## config.mk

```make
export PLATFORM = sky130hd
export DESIGN_NAME = calc_op_driver
export DESIGN_NICKNAME = d
export VERILOG_FILES = /design/src/rtl/calc_op_driver.sv
export SDC_FILE = /design/constraint.sdc
export NUM_CORES = 1
export LEC_CHECK = 0
export ABC_AREA = 0
export ABC_CLOCK_PERIOD_IN_PS = 2000
export CAP_MARGIN = 20
export CORE_MARGIN = 2
export CORE_UTILIZATION = 40
export DETAILED_ROUTE_END_ITERATION = 8
export PLACE_DENSITY = 0.83
export SETUP_SLACK_MARGIN = 0.4
export SLEW_MARGIN = 10
export SYNTH_ARGS = -nofsm -noshare
export SYNTH_HDL_FRONTEND = slang
export SYNTH_SLANG_ARGS = --single-unit
```

## constraint.sdc

```tcl
create_clock -name clk -period 2 [get_ports clk]
set_input_delay 0.3 -clock clk [delete_from_list [all_inputs] [get_ports clk]]
set_output_delay 0.3 -clock clk [all_outputs]
set_load 0.01 [all_outputs]
```

## src/rtl/calc_op_driver.sv

```systemverilog
// calc_op_driver: issues one command at a time to the calculator and returns its result after LAT cycles; CALC_OP_DRIVER_STICKY_OF_EN adds a sticky overflow flag.
module calc_op_driver #(
   parameter int LAT = 2
) (
   input  logic       clk,
   input  logic       rst,
   input  logic       cmd_valid,
   output logic       cmd_ready,
   input  logic [7:0] cmd_a,
   input  logic [7:0] cmd_b,
   input  logic [2:0] cmd_op,
   output logic [7:0] calc_a,
   output logic [7:0] calc_b,
   output logic [2:0] calc_op,
   output logic       calc_load,
   input  logic [7:0] calc_y,
   input  logic       calc_c,
   input  logic       calc_of,
   output logic       rsp_valid,
   input  logic       rsp_ready,
   output logic [7:0] rsp_y,
   output logic       rsp_c,
   output logic       rsp_of,
   output logic [2:0] rsp_op,
   output logic       busy
`ifdef CALC_OP_DRIVER_STICKY_OF_EN
  ,input  logic       sticky_clr,
   output logic       sticky_of
`endif
);
   typedef enum logic [1:0] {IDLE, LOAD, WAIT, RESP} state_t;
   state_t state, state_n;
   logic [3:0] cnt;
   logic cap;
   always_ff @(posedge clk) state <= rst ? IDLE : state_n;
   always_comb begin
      cmd_ready = state == IDLE;
      calc_load = state == LOAD;
      rsp_valid = state == RESP;
      busy = state != IDLE;
      cap = state == WAIT && cnt == 4'd1;
      state_n = state == IDLE ? (cmd_valid ? LOAD : IDLE) :
                state == LOAD ? WAIT :
                state == WAIT ? (cap ? RESP : WAIT) :
                (rsp_ready ? IDLE : RESP);
   end
   // calc_op only changes in IDLE, so it doubles as the opcode echoed on rsp_op
   always_ff @(posedge clk) begin
      if (rst) begin
         calc_a <= '0;
         calc_b <= '0;
         calc_op <= '0;
         cnt <= '0;
         rsp_y <= '0;
         rsp_c <= 1'b0;
         rsp_of <= 1'b0;
         rsp_op <= '0;
      end else begin
         if (cmd_valid && cmd_ready) begin
            calc_a <= cmd_a;
            calc_b <= cmd_b;
            calc_op <= cmd_op;
         end
         if (calc_load) cnt <= 4'(LAT);
         else if (state == WAIT) cnt <= cnt - 4'd1;
         if (cap) begin
            rsp_y <= calc_y;
            rsp_c <= calc_c;
            rsp_of <= calc_of;
            rsp_op <= calc_op;
         end
      end
   end
`ifdef CALC_OP_DRIVER_STICKY_OF_EN
   always_ff @(posedge clk) sticky_of <= rst ? 1'b0 : (cap && calc_of) ? 1'b1 : sticky_clr ? 1'b0 : sticky_of;
`endif
endmodule

```

==> results of run 1 <==
[cells by family after synthesis]
family / Yosys count / synth area share, %
mux: 14 / 7.90
xor+xnor: 1 / 0.489
compound gates: 43 / 18.5
buf+inv: 24 / 6.92
flops: 38 / 42.5
fa+ha+maj: 6 / 4.19
simple gates: 57 / 19.5
[synthesized netlist by cell type, drive strengths merged]
cell      n
a21oi    19
xnor2     1
nor3      3
mux2      1
and2      1
nor4b     1
o221a     1
nor2      2
nor4bb    1
nand2b   27
a311oi    1
a211oi    1
nand3    19
clkbuf    9
dfxtp    38
mux2i    13
nor3b     2
a21bo    20
o2bb2ai   1
buf       8
nand3b    1
ha        6
inv       7
[repair_timing]
item	CTS	global route
setup endpoints to repair	4	17
gates cloned	0	1
resized for setup	9	8
[metal layers]
layer | up-vias | GRT usage (%)
li1 | 747 | -
met1 | 651 | 19.4
met2 | 50 | 24.2
met3 | 5 | 8.55
met4 | 0 | 6.29
met5 | - | 0
[worst paths after layout]
path	end	slack [ns]	depth (start not counted)
worst min register to register	rsp_of	0.48	2
worst max-delay path	cmd_ready	0.47	3
worst min-delay path	rsp_of	0.48	2
worst max register to register	rsp_y[7]	0.47	5
[critical path, stage by stage, from the launching register on]
cell and delay, ns:
dfxtp_4 0.36, inv_1 0.11, ha_4 0.20, dlygate4sd2_1 0.28
[power by group]
part           switching, uW  internal, uW
logic                    162           223
clock network            262           399
registers               24.6           798
[state kept, by name (all words and copies together), names as in the netlist]
register	flops
calc_a	8
calc_b	8
rsp_y	8
cnt	4
calc_op	3
rsp_op	3
state	2
rsp_c	1
rsp_of	1
[per-stage QoR]
step           power [uW]  hold WS (ns)  instances  setup slack [ns]
2_1_floorplan        1040         0.447        183             0.568
3_3_place_gp         1210         0.459        291             0.409
4_1_cts              1900         0.479        298             0.180
5_1_grt              1970         0.510        299             0.363
6_report             1870         0.477        299             0.467
3_5_place_dp         1220         0.466        291             0.378
[layout by cell type, fill, tap and decap left out, drive strengths merged, types with 2 or more instances in the layout]
cell,instances
dlygate4sd2,2
nand2b,27
a21oi,19
nand3,19
clkdlybuf4s50,64
clkbuf,6
ha,6
dlymetal6s2s,2
mux2i,13
inv,7
nor2,2
dfxtp,38
nor3b,2
nor3,3
buf,6
a21bo,20
[area by class of cell]
class | count | area share, %
inverter | 7 | 0.991
tap | 52 | 2.45
clock buffer | 6 | 3.11
sequential | 38 | 28.9
multi-input combinational | 121 | 35.2
timing repair buffer | 74 | 28.2
clock inverter | 1 | 1.13
==> results_dict.tcl, run 1 <==
set metrics [dict create \
    postCtsSetupRepairBufs 0 \
    vias 1453 \
    postRouteAntennaNets 0 \
    post-route-drc-count 0 \
    synth.distinct_cells 26 \
    crit_type "reg -> out" \
    cts.sink_count 38 \
    seq_area_sq_um 766 \
    crit_path_end_kind "output port" \
    drtPass1Iterations 3 \
    io_pins 69 \
    grt_pass1_vias 1410 \
    worstHoldStart "rsp_of" \
    path_clk_slew_ns 0.07 \
    port-buffer-count 68 \
    top_layer "met4" \
    root_buffer "clkbuf_8" \
    synth_area_sq_um 1790 \
    cts.path.max_buffers 2 \
    synth.avg_cell_area_sq_um 9.78 \
    die_y_um 70.9 \
    route.met2.wl_um 1760 \
    grt_max_degree 53 \
    clk_latency_ns 0.28 \
    numCtsBuffers 5 \
    layout-drive-gt1-share_pct 16.6 \
    setup-violations-final 0 \
    core-area_sq_um 4320 \
    finalWeightedCongestion 0.699 \
    p_per_area_nw_per_um2 705 \
    rows 24 \
    drt_iter0_drc 62 \
    layout.nets 286 \
    dr_wl_met3_um 396 \
    ys_top_cells_by_area "dfxtp_1 42%, a21bo_2 11%, nand2b_1 9.4%" \
    fillers 396 \
    wl_per_cell_um 12.8 \
    chipWidth_um 70.9 \
    vias_per_cell 4.86 \
    routed_wl_um 3840 \
    finalCriticalPeriod_ns 1.53 \
    grt_pass1_wl_um 6380 \
    area_growth_pct 48.1 \
    final_util_pct 61.3 \
    fin_skew_ns 0.00231 \
    htreeDepth 2 \
    hold_viol_final 0 \
    grt_remaining_overflow 0 \
    cts_hold_buffers 0 \
    cp.arrival_ns 1.23 \
    hp-class "reg -> reg" \
    synth_seq_cells 38 \
    cap_violations 0 \
    crit_path_start "state[0]" \
    hpwl_um 2580 \
    multi_input_area_sq_um 933 \
    slew_headroom_pct 75.5 \
    antenna_found_initial 0 \
    cp_max_fo 9 \
    setup.worst_path.start_class "flip-flop" \
    ys_seq_area_share_pct 42.5 \
    tightest_slew_ns 0.367 \
    final_area_sq_um 2650 \
    diodes 0 \
    yosys_warnings 0 \
    synth_fp_nets 222 \
    syn_inst 183 \
    ir_worst_vdd_mv 0.552 \
    synth_top_area_share_pct 42.5 \
    die_area_sq_um 5030 \
    tritoncts "yes" \
    max_freq_mhz 652 \
    dpl_cell_area_sq_um 2490 \
    rsz0062_at_grt "true" \
    p_leak_uw 0.000982 \
    m1WireLength_um 1640 \
    critPathRequiredTime_ns 1.70 \
    setup_tns_ns 0 \
    grtUsageTotal_pct 16.1 \
    synth_top_cell_by_area "dfxtp_1" \
    initial_core_util_pct 41.4 \
    crit-reg2reg-launch "state[0]" \
    status "complete, no violations" \
    finalMaxSlewViolations 0 \
    post-route-period-util_pct 76.7 \
]
(Power assumes the default switching activity.)
==> run 2, diff against run 1 <==
Settings changed: ABC_CLOCK_PERIOD_IN_PS 2000 to 1600.
Clock period 2 ns to 1.6 ns, I/O delays scaled along.
==> run 2 against run 1 <==
  * Non-clock buffer count is 22 higher
  * Register-to-register slack got worse by 0.31 ns
  * Final area up 20%
  * Routed wire length increased by 40%
  * Largest power group unchanged
  * Sequential share of layout area is 4.6 points lower
  * Hold slack lost 0.0072 ns
  * Utilization up 12 points
  * Critical path depth increased by 2
  * Die area is the same
  * Clock skew grew 0.0048 ns
==> results_dict.tcl, run 2 (synthesis results as in run 1) <==
set metrics [dict create \
    power_switching_uw 731 \
    grt_max_degree 53 \
    fin_skew_ns 0.00712 \
    drtPass1Iterations 4 \
    grt_remaining_overflow 0 \
    hpwl_um 2610 \
    post-route-period-util_pct 90.0 \
    postRouteAntennaNets 0 \
    swShare_pct 28.1 \
    path_clk_slew_ns 0.08 \
    p_per_area_nw_per_um2 816 \
    cp_slowest_cell "mux2_2" \
    clk_latency_ns 0.29 \
    area_growth_pct 77.9 \
    p_leak_uw 0.00130 \
    cts.sink_count 38 \
    hold_ws_ns 0.470 \
    grt_pass1_vias 1615 \
    hp-class "reg -> reg" \
    max_freq_mhz 695 \
    chipWidth_um 70.9 \
    fillers 292 \
    setup-violations-final 0 \
    diodes 0 \
    tightest_slew_ns 0.251 \
    finalMaxSlewViolations 0 \
    tritoncts "yes" \
    internal_power_uw 1870 \
    slowest_delay_ns 0.37 \
    crit_path_end_kind "flip-flop" \
    setup_tns_ns 0 \
    grt_pass1_wl_um 7830 \
    crit_chain "inv_4 -> ha_4 -> buf_4 -> nor4b_2 -> mux2_2" \
    critPathRequiredTime_ns 1.78 \
    htreeDepth 2 \
    cts.path.max_buffers 2 \
    layout_common_cells "33 x dfxtp_1, 32 x clkdlybuf4s50_1, 28 x dlygate4sd2_1" \
    crit_family "multiplexers" \
    initial_core_util_pct 41.4 \
    port-buffer-count 68 \
    cp_max_fo 7 \
    rsz0062_at_grt "true" \
    cts_hold_buffers 0 \
    final_util_pct 73.7 \
    finalCriticalPeriod_ns 1.44 \
    drt_iter0_drc 59 \
    path_buf_inv 2 \
    vias 1620 \
    wl_per_cell_um 16.7 \
    layout-drive-gt1-share_pct 39.6 \
    die_area_sq_um 5030 \
    clkPwrFrac_pct 26.7 \
    grtUsageTotal_pct 19.4 \
    root_buffer "clkbuf_8" \
    power_frac_comb_pct 33.4 \
    io_pins 69 \
    final_common_cell "dfxtp_1" \
    slew_headroom_pct 83.2 \
    crit_type "reg -> reg" \
    cap_violations 0 \
    post-route-drc-count 0 \
    vias_per_cell 5.03 \
    largestRegisters "calc_a: 8 flops, calc_b: 8 flops, rsp_y: 8 flops" \
    ir_worst_vdd_mv 0.657 \
    die_y_um 70.9 \
    rows 24 \
    core-area_sq_um 4320 \
    routed_wl_um 5380 \
    layout.nets 308 \
    setup.worst_path.start_class "flip-flop" \
    finalWeightedCongestion 0.719 \
    cp.arrival_ns 1.61 \
    p_seq_share_pct 39.9 \
    hold_viol_final 0 \
    numCtsBuffers 5 \
    status "complete, no violations" \
    antenna_found_initial 0 \
]
## run 2: area by class of cell
class	instances	area [sq um]	share of cell area (%)
clock buffer	7	86.3	2.71
clock inverter	1	5.00	0.157
inverter	7	31.3	0.982
multi-input combinational	121	1120	35.1
sequential	38	774	24.3
tap	52	65.1	2.04
timing repair buffer	96	1100	34.7
## run 2: worst paths after layout
check,to,from,slack [ns],depth (start not counted)
setup / recovery,cnt[3],state[0],0.16,5
hold / removal,rsp_y[7],rsp_y[7],0.47,2
setup reg to reg,cnt[3],state[0],0.16,5
hold reg to reg,rsp_y[7],rsp_y[7],0.47,2
## run 2: tightest hold or removal path: stages, from the launching register on
cell and delay (ns):
dfxtp_1 0.31, nand2b_1 0.06, mux2i_1 0.05
## run 2: per-layer routing
layer,GRT usage (%),up-vias,share of wire (%)
li1,-,801,-
met1,25.8,763,43
met2,30.8,54,50
met3,5.27,2,6.6
met4,6.08,0,0.20
met5,0,-,0
## run 2: stage by stage
stage	power [uW]	std cells	setup WS, ns	cell area [sq um]
after floorplan	1330	183	0.297	1840
final	2600	322	0.161	3190
after detailed placement	1550	292	0.145	2560
after CTS	2420	313	0.160	2910
after global routing	2720	322	0.0653	3190
after global placement	1540	292	0.172	2560
## run 2: power by group through the flow
stage          Clock, uW  Sequential, uW  Combinational, uW
2_1_floorplan          0            1070                264
3_3_place_gp           0            1050                491
3_5_place_dp           0            1050                500
4_1_cts              692            1030                701
5_1_grt              756            1040                919
6_report             693            1040                870
## run 2: repair_timing
action,CTS,global route
gates resized for setup,68,51
pin swaps,18,16
endpoints found under the setup margin,70,46
gates cloned,6,1
buffers inserted,7,8
==> run 3, diff against run 2 <==
Settings changed: DONT_BUFFER_PORTS set to 1, PLACE_DENSITY 0.83 to 0.63.
==> run 3 against run 2 <==
  * Final area shrank 29%
  * Global-route usage shrank 3.5 points
  * Worst setup slack gained 0.091 ns
  * Flip-flop and latch count unchanged
  * Clock power fell by 12%
  * Clock skew fell by 0.0013 ns
  * Clock-buffer cell count decreased by 2
  * Largest cell class unchanged
  * Critical endpoint is now rsp_y[5]
  * Highest routed layer unchanged
==> results_dict.tcl, run 3 (synthesis results as in run 1) <==
set metrics [dict create \
    finalMaxSlewViolations 0 \
    grt_remaining_overflow 0 \
    power_frac_comb_pct 21.7 \
    die_area_sq_um 5030 \
    fin_skew_ns 0.00585 \
    dpl_cell_area_sq_um 1820 \
    preCtsSetupSlack_ns 0.216 \
    wl_per_cell_um 16.6 \
    power_switching_uw 567 \
    vias 1314 \
    io_pins 69 \
    post-route-drc-count 0 \
    tritoncts "yes" \
    crit_path_start "cnt[1]" \
    p_per_area_nw_per_um2 946 \
    hold_viol_final 0 \
    grt_pass1_vias 1321 \
    internal_power_uw 1560 \
    drt_iter0_drc 39 \
    path_clk_slew_ns 0.07 \
    fillers 387 \
    grt_busiest_layer "met2" \
    worstHoldStart "rst" \
    htreeDepth 2 \
    root_buffer "clkbuf_8" \
    clkPwrFrac_pct 28.6 \
    crit-reg2reg-launch "cnt[1]" \
    chipWidth_um 70.9 \
    final_common_cell "dfxtp_1" \
    crit_path_end_kind "flip-flop" \
    layout_common_cells "34 x dfxtp_1, 26 x nand2b_1, 20 x a21bo_2" \
    p_seq_share_pct 49.7 \
    cts.path.max_buffers 2 \
    grt_pass1_wl_um 6300 \
    crit_type "reg -> reg" \
    hp-class "in -> reg" \
    setup-violations-final 0 \
    multi_input_area_sq_um 1030 \
    p_leak_uw 0.000804 \
    seq_area_sq_um 768 \
    numCtsBuffers 5 \
    grtUsageTotal_pct 15.9 \
    final_util_pct 52.1 \
    clk_latency_ns 0.28 \
    grt_max_degree 53 \
    initial_core_util_pct 41.4 \
    max_freq_mhz 742 \
    cp_max_fo 7 \
    die_y_um 70.9 \
    final_area_sq_um 2250 \
    gr-usage-met3_pct 7.26 \
    ir_worst_vdd_mv 0.526 \
    grtUsageMet2_pct 27.9 \
    swShare_pct 26.6 \
    antenna_found_initial 0 \
    layout-drive-gt1-share_pct 38.5 \
    largestRegisters "calc_a: 8 flops, calc_b: 8 flops, rsp_y: 8 flops" \
    port-buffer-count 0 \
    setup.worst_path.start_class "flip-flop" \
    cp.arrival_ns 1.56 \
    routed_wl_um 4100 \
    setup_tns_ns 0 \
    drtPass1Iterations 2 \
    tightest_slew_ns 0.270 \
    cts.sink_count 38 \
    met1_usage_pct 16.7 \
    hpwl_um 2520 \
    finalWeightedCongestion 0.701 \
    core-area_sq_um 4320 \
    slew_headroom_pct 82.0 \
    postRouteAntennaNets 0 \
    area_growth_pct 25.7 \
    rows 24 \
    diodes 0 \
    finalCriticalPeriod_ns 1.35 \
    cap_violations 0 \
    rsz0062_at_grt "true" \
    critPathRequiredTime_ns 1.81 \
    layout.nets 234 \
    worst_slack_ns 0.252 \
    vias_per_cell 5.32 \
    status "complete, no violations" \
    post-route-period-util_pct 84.3 \
]
==> run 3: cell types whose count changed in the layout (fill, tap and decap cells not counted), moves of 5 or more <==
cell,change
clkdlybuf4s50_1,-32
dlygate4sd2_1,-28
a21oi_1,+12
a21oi_2,-12
buf_6,-8
nand3_1,+6
nand3_2,-6
buf_16,-5
==> run 3: area by class of cell <==
| cell class | count | area share [%] |
|---|---|---|
| multi-input combinational | 121 | 45.8 |
| sequential | 38 | 34.1 |
| timing repair buffer | 22 | 12.1 |
| clock buffer | 5 | 3.06 |
| tap | 52 | 2.89 |
| inverter | 7 | 1.61 |
| clock inverter | 2 | 0.445 |
==> run 3: worst max-delay path, stage by stage, from the launching register on <==
cell and delay [ns]:
dfxtp_2 0.33, inv_2 0.07, ha_4 0.11, nor4bb_4 0.28
buf_4 0.17, buf_12 0.12, mux2i_1 0.20
==> run 3: timing repair <==
action,4_1_cts,5_1_grt
setup buffers,9,6
endpoints found under the setup margin,38,35
hold buffers,0,1
gates cloned,2,1
resized for setup,21,19
pin swaps,3,3
hold endpoints to repair,0,2
==> run 3: final timing paths <==
check,to,slack (ns),depth (start not counted)
setup / recovery,rsp_y[5],0.25,6
hold / removal,cnt[2],0.02,1
setup reg to reg,rsp_y[5],0.25,6
hold reg to reg,rsp_y[6],0.53,2
==> run 3: power groups by stage <==
stage                     combinational (uW)  sequential [uW]  clock (uW)
after floorplan                          264             1070           0
after global placement                   241             1080           0
after detailed placement                 255             1080           0
after CTS                                361             1060         630
after global routing                     498             1060         674
final                                    463             1060         609
==> run 3: metal layers <==
metal	share of wire (%)	vias to the layer above
li1	-	649
met1	39	618
met2	51	40
met3	7.9	7
met4	1.7	0
met5	0	-
==> run 3: metrics by stage <==
step | hold WS [ns] | cells | power [uW]
after CTS | 0.000646 | 239 | 2050
after global placement | 0.315 | 221 | 1320
after floorplan | 0.387 | 183 | 1330
after detailed placement | 0.318 | 221 | 1330
final | 0.0218 | 247 | 2130
after global routing | 0.0152 | 247 | 2230
